**src/rtl/flow_ctrl_fsm.sv**
```systemverilog
// Link controller for the 4-lane PHY datapath: sequences RESET/INIT/IDLE/ACTIVE/ERROR,
// latches pause thresholds during INIT and drives per-lane hysteretic back-pressure.
module flow_ctrl_fsm #(
    parameter int LANES = 4,
    parameter int DEPTH = 8,
    parameter int CNT_W = 4
) (
    input  logic                   clk4f,
    input  logic                   reset,
    input  logic                   init,
    input  logic [CNT_W-1:0]       th_hi_in,
    input  logic [CNT_W-1:0]       th_lo_in,
    input  logic [LANES*CNT_W-1:0] fifo_cnt,
    input  logic [LANES-1:0]       fifo_ovf,
    output logic [2:0]             state_out,
    output logic                   active_out,
    output logic                   idle_out,
    output logic                   error_out,
    output logic [CNT_W-1:0]       th_hi_out,
    output logic [CNT_W-1:0]       th_lo_out,
    output logic [LANES-1:0]       pause_out
);

    typedef enum logic [2:0] {
        ST_RESET  = 3'd0,
        ST_INIT   = 3'd1,
        ST_IDLE   = 3'd2,
        ST_ACTIVE = 3'd3,
        ST_ERROR  = 3'd4
    } state_t;

    localparam logic [CNT_W-1:0] DEPTH_C  = CNT_W'(DEPTH);
    localparam logic [CNT_W-1:0] DEF_HI_C = CNT_W'(DEPTH - 2);
    localparam logic [CNT_W-1:0] DEF_LO_C = CNT_W'(2);

    state_t           state, state_nx;
    logic             any_bad, any_busy;
    logic [CNT_W-1:0] th_hi_nx, th_lo_nx;
    logic [LANES-1:0] pause_nx;
    logic             active_nx, idle_nx, error_nx;

    function automatic logic thresholds_ok(input logic [CNT_W-1:0] hi,
                                           input logic [CNT_W-1:0] lo);
        return (lo < hi) && (hi <= DEPTH_C);
    endfunction

    function automatic logic lane_bad(input logic [CNT_W-1:0] cnt, input logic ovf);
        return ovf || (cnt > DEPTH_C);
    endfunction

    always_comb begin
        any_bad  = 1'b0;
        any_busy = 1'b0;
        for (int i = 0; i < LANES; i++) begin
            if (lane_bad(fifo_cnt[i*CNT_W +: CNT_W], fifo_ovf[i]))
                any_bad = 1'b1;
            if (fifo_cnt[i*CNT_W +: CNT_W] != '0)
                any_busy = 1'b1;
        end
    end

    always_ff @(posedge clk4f or posedge reset) begin
        if (reset)
            state <= ST_RESET;
        else
            state <= state_nx;
    end

    // Bad lanes outrank init, which outranks occupancy.
    always_comb begin
        state_nx = state;
        case (state)
            ST_RESET:  state_nx = ST_INIT;
            ST_INIT:   state_nx = init ? ST_INIT : ST_IDLE;
            ST_IDLE: begin
                if (any_bad)       state_nx = ST_ERROR;
                else if (init)     state_nx = ST_INIT;
                else if (any_busy) state_nx = ST_ACTIVE;
            end
            ST_ACTIVE: begin
                if (any_bad)        state_nx = ST_ERROR;
                else if (init)      state_nx = ST_INIT;
                else if (!any_busy) state_nx = ST_IDLE;
            end
            ST_ERROR:  state_nx = ST_ERROR;
            default:   state_nx = ST_ERROR;
        endcase
    end

    always_comb begin
        th_hi_nx  = th_hi_out;
        th_lo_nx  = th_lo_out;
        pause_nx  = pause_out;
        active_nx = (state_nx == ST_ACTIVE);
        idle_nx   = (state_nx == ST_IDLE);
        error_nx  = (state_nx == ST_ERROR);

        if (state == ST_INIT) begin
            if (init) begin
                th_hi_nx = th_hi_in;
                th_lo_nx = th_lo_in;
            end else if (!thresholds_ok(th_hi_out, th_lo_out)) begin
                th_hi_nx = DEF_HI_C;
                th_lo_nx = DEF_LO_C;
            end
        end

        // Hysteresis only runs once the FSM already sits in IDLE/ACTIVE.
        case (state_nx)
            ST_ERROR:          pause_nx = '1;
            ST_RESET, ST_INIT: pause_nx = '0;
            default: begin
                if (state == ST_IDLE || state == ST_ACTIVE) begin
                    for (int i = 0; i < LANES; i++) begin
                        if (fifo_cnt[i*CNT_W +: CNT_W] >= th_hi_out)
                            pause_nx[i] = 1'b1;
                        else if (fifo_cnt[i*CNT_W +: CNT_W] <= th_lo_out)
                            pause_nx[i] = 1'b0;
                    end
                end
            end
        endcase
    end

    always_ff @(posedge clk4f or posedge reset) begin
        if (reset) begin
            active_out <= 1'b0;
            idle_out   <= 1'b0;
            error_out  <= 1'b0;
            th_hi_out  <= '0;
            th_lo_out  <= '0;
            pause_out  <= '0;
        end else begin
            active_out <= active_nx;
            idle_out   <= idle_nx;
            error_out  <= error_nx;
            th_hi_out  <= th_hi_nx;
            th_lo_out  <= th_lo_nx;
            pause_out  <= pause_nx;
        end
    end

    assign state_out = state;

endmodule

```
**config.mk**
```make
export PLATFORM = sky130hd
export DESIGN_NAME = flow_ctrl_fsm
export DESIGN_NICKNAME = d
export VERILOG_FILES = /design/src/rtl/flow_ctrl_fsm.sv
export SDC_FILE = /design/constraint.sdc
export NUM_CORES = 1
export LEC_CHECK = 0
export BUFFER_PORTS_ARGS = -buffer_cell sky130_fd_sc_hd__buf_2
export CORE_ASPECT_RATIO = 0.6
export CORE_MARGIN = 2
export CORE_UTILIZATION = 45
export DETAILED_ROUTE_END_ITERATION = 10
export PLACE_DENSITY = 0.71
export REMOVE_ABC_BUFFERS = 1
export SYNTH_ARGS = -nofsm -noshare
export SYNTH_HDL_FRONTEND = slang
export SYNTH_SLANG_ARGS = --single-unit
```
**constraint.sdc**
```tcl
create_clock -name clk4f -period 2.7 [get_ports clk4f]
set_input_delay 0.54 -clock clk4f [delete_from_list [all_inputs] [get_ports clk4f]]
set_output_delay 0.54 -clock clk4f [all_outputs]
set_load 0.005 [all_outputs]
```
==> flow_summary.json <==
{
  "drt-pass1-iter-count": 4,
  "ys_async_sr_fraction_pct": 100,
  "yosysTopAreaCell": "dfrtp_1",
  "vias_per_cell": 5.50,
  "slew_violations": 0,
  "post_cts.repair.setup_buffers": 0,
  "clock_latency_ns": 0.26,
  "hold_viol": 0,
  "worst_ir_drop_vdd_mv": 0.232,
  "period_needed_ns": 1.86,
  "yosys_warnings": 0,
  "cts_max_level": 1,
  "die-area_um2": 4170,
  "cp_max_fo": 8,
  "die_w_um": 82.0,
  "ctsResizeCount": 0,
  "path_buf_inv": 1,
  "fin_cells": 278,
  "synth_area_um2": 1640,
  "track_usage_pct": 23.7,
  "overflow": 0,
  "wl_per_cell_um": 16.2,
  "place_area_um2": 1930,
  "cellLeakagePower_nw": 1.01,
  "dp_cells": 274,
  "crit_path_cell_trace": "inv_1 > ha_1 > a21o_1 > a21oi_1 > o21ai_1 > o221a_2",
  "start_kind": "flop",
  "ys_seq_elements": 18,
  "cts_num_sinks": 18,
  "clk_pin_slew_worst_paths_ns": 0.07,
  "layout_commonest_cell": "buf_2",
  "final_nets": 300,
  "max_slew.worst_pin.slew_ns": 0.754,
  "setup_violations": 0,
  "max_stage_delay_ns": 0.40,
  "antenna_found_initial": 0,
  "fin_tns_setup_ns": 0,
  "status": "finished, final reports clean",
  "ys_types": 30,
  "max_freq_mhz": 538,
  "cts_buffers": 3,
  "fillCellCount": 311,
  "vias": 1530,
  "grt_max_degree": 19,
  "slew_headroom_pct": 49.7,
  "fin_worst_skew_ns": 0.00332,
  "final_cell_area_um2": 1990,
  "required_ns": 2.85,
  "cts_buffer_depth": 2,
  "gp_congestion": 0.773,
  "grt_pass1_wl_um": 7250,
  "p_total_w": 0.000771,
  "die_h_um": 50.8,
  "power.density_nw_per_um2": 388,
  "grt_pass1_vias": 1437,
  "cp_slowest_cell": "dfrtp_1",
  "core_region_area_um2": 3360,
  "layout_common_cells": "48 x buf_2, 35 x ha_1, 21 x inv_1, 18 x dfrtp_1",
  "worstHoldPathType": "in2async",
  "wl_um": 4500,
  "cts_hold_buf": 0,
  "synth_top_area_share_pct": 27.4,
  "dp_hpwl_um": 3490,
  "crit_path_end_kind": "flop",
  "drv_cap": 0,
  "synth_edf_count": 0,
  "n_antenna_cell": 0,
  "cts_root_buf": "clkbuf_8",
  "rows": 16,
  "layout-drive-gt1-share_pct": 26.2,
  "cpLargestDelayFamily": "compound AO/OA/AOI/OAI gates",
  "worstSetupPathType": "reg2reg",
  "synthTopCellsByArea": "dfrtp_1 27%, ha_1 27%, inv_1 4.8%",
  "area_growth_pct": 20.8,
  "avgSynthCellArea_um2": 8.98,
  "initial_utilization_pct": 48.9,
  "antenna_left": 0,
  "cts_tree": "yes",
  "initialDrtViolationCount": 92,
  "seq_area_frac_synth_pct": 27.4,
  "ioPinCount": 49,
  "min_period_over_period_pct": 68.9,
  "final_util_pct": 59.0,
  "syn_inst": 183,
  "port_buffers": 48,
  "drcViolationCount": 0,
  "rsz0062_at_grt": "no",
  "cp_data_arrival_time_ns": 2.01,
  "synthFlopType": "dfrtp_1"
}
## sequential cells by signal (all words and copies together), names as in the netlist
signal,count
error_out,1
th_lo_out,4
active_out,1
state_out,3
idle_out,1
pause_out,4
th_hi_out,4
## synthesized netlist by cell type, types with 3 or more instances
| master | number |
|---|---|
| a22oi_1 | 5 |
| ha_1 | 35 |
| o21ai_0 | 5 |
| o21ai_1 | 6 |
| inv_1 | 21 |
| a21oi_1 | 11 |
| nand2_1 | 12 |
| o21bai_1 | 4 |
| nor2_1 | 12 |
| nand2b_1 | 7 |
| a21o_1 | 6 |
| a211o_1 | 4 |
| nor3_1 | 4 |
| dfrtp_1 | 18 |
| a31oi_1 | 5 |
| nor2b_1 | 4 |
| o31ai_1 | 4 |
| nor3_2 | 3 |
## per-layer routing
metal | routed length, µm | vias up | GRT usage, %
met5 | 0 | - | 0
met3 | 325 | 4 | 5.12
li1 | - | 772 | -
met4 | 21 | 0 | 2.50
met2 | 1760 | 60 | 32.1
met1 | 2390 | 694 | 38.8
## worst paths after layout
kind	end	slack (ns)	depth (start not counted)	startpoint
max in group asynchronous	th_hi_out[0]	1.83	2	reset
setup reg to reg	th_hi_out[1]	0.84	6	th_hi_out[1]
hold / removal	idle_out	0.40	2	reset
setup / recovery	th_hi_out[1]	0.84	6	th_hi_out[1]
min in group clk4f	th_hi_out[3]	0.51	3	th_hi_in[3]
hold reg to reg	th_hi_out[3]	0.59	2	th_hi_out[3]
## kinds of logic after synthesis
logic type,count (synthesis),share of synthesized area (%)
flip-flops,18,27.4
AND/OR/NAND/NOR,49,15.4
adder cells (fa/ha/maj),35,26.6
buffers and inverters,23,5.40
AO/OA/AOI/OAI,58,25.2
## report_power, final
part | switching (W) | internal [W]
sequential | 0.0000230 | 0.000282
combinational | 0.000127 | 0.000110
clock | 0.0000996 | 0.000130
## stage by stage
stage | hold WS (ns) | worst slack [ns]
2_1_floorplan | 0.479 | 0.988
3_3_place_gp | 0.561 | 0.785
3_5_place_dp | 0.563 | 0.739
4_1_cts | 0.410 | 0.859
5_1_grt | 0.467 | 0.738
6_report | 0.400 | 0.841
## final cells by class
| type | count | area [µm²] | share of cell area, % |
|---|---|---|---|
| Inverter | 21 | 78.8 | 3.97 |
| Multi-Input combinational cell | 142 | 1100 | 55.6 |
| Clock buffer | 4 | 55.1 | 2.77 |
| Sequential cell | 18 | 450 | 22.7 |
| Timing Repair Buffer | 48 | 240 | 12.1 |
| Tap cell | 45 | 56.3 | 2.84 |
Power figures use the tool's default switching activity.
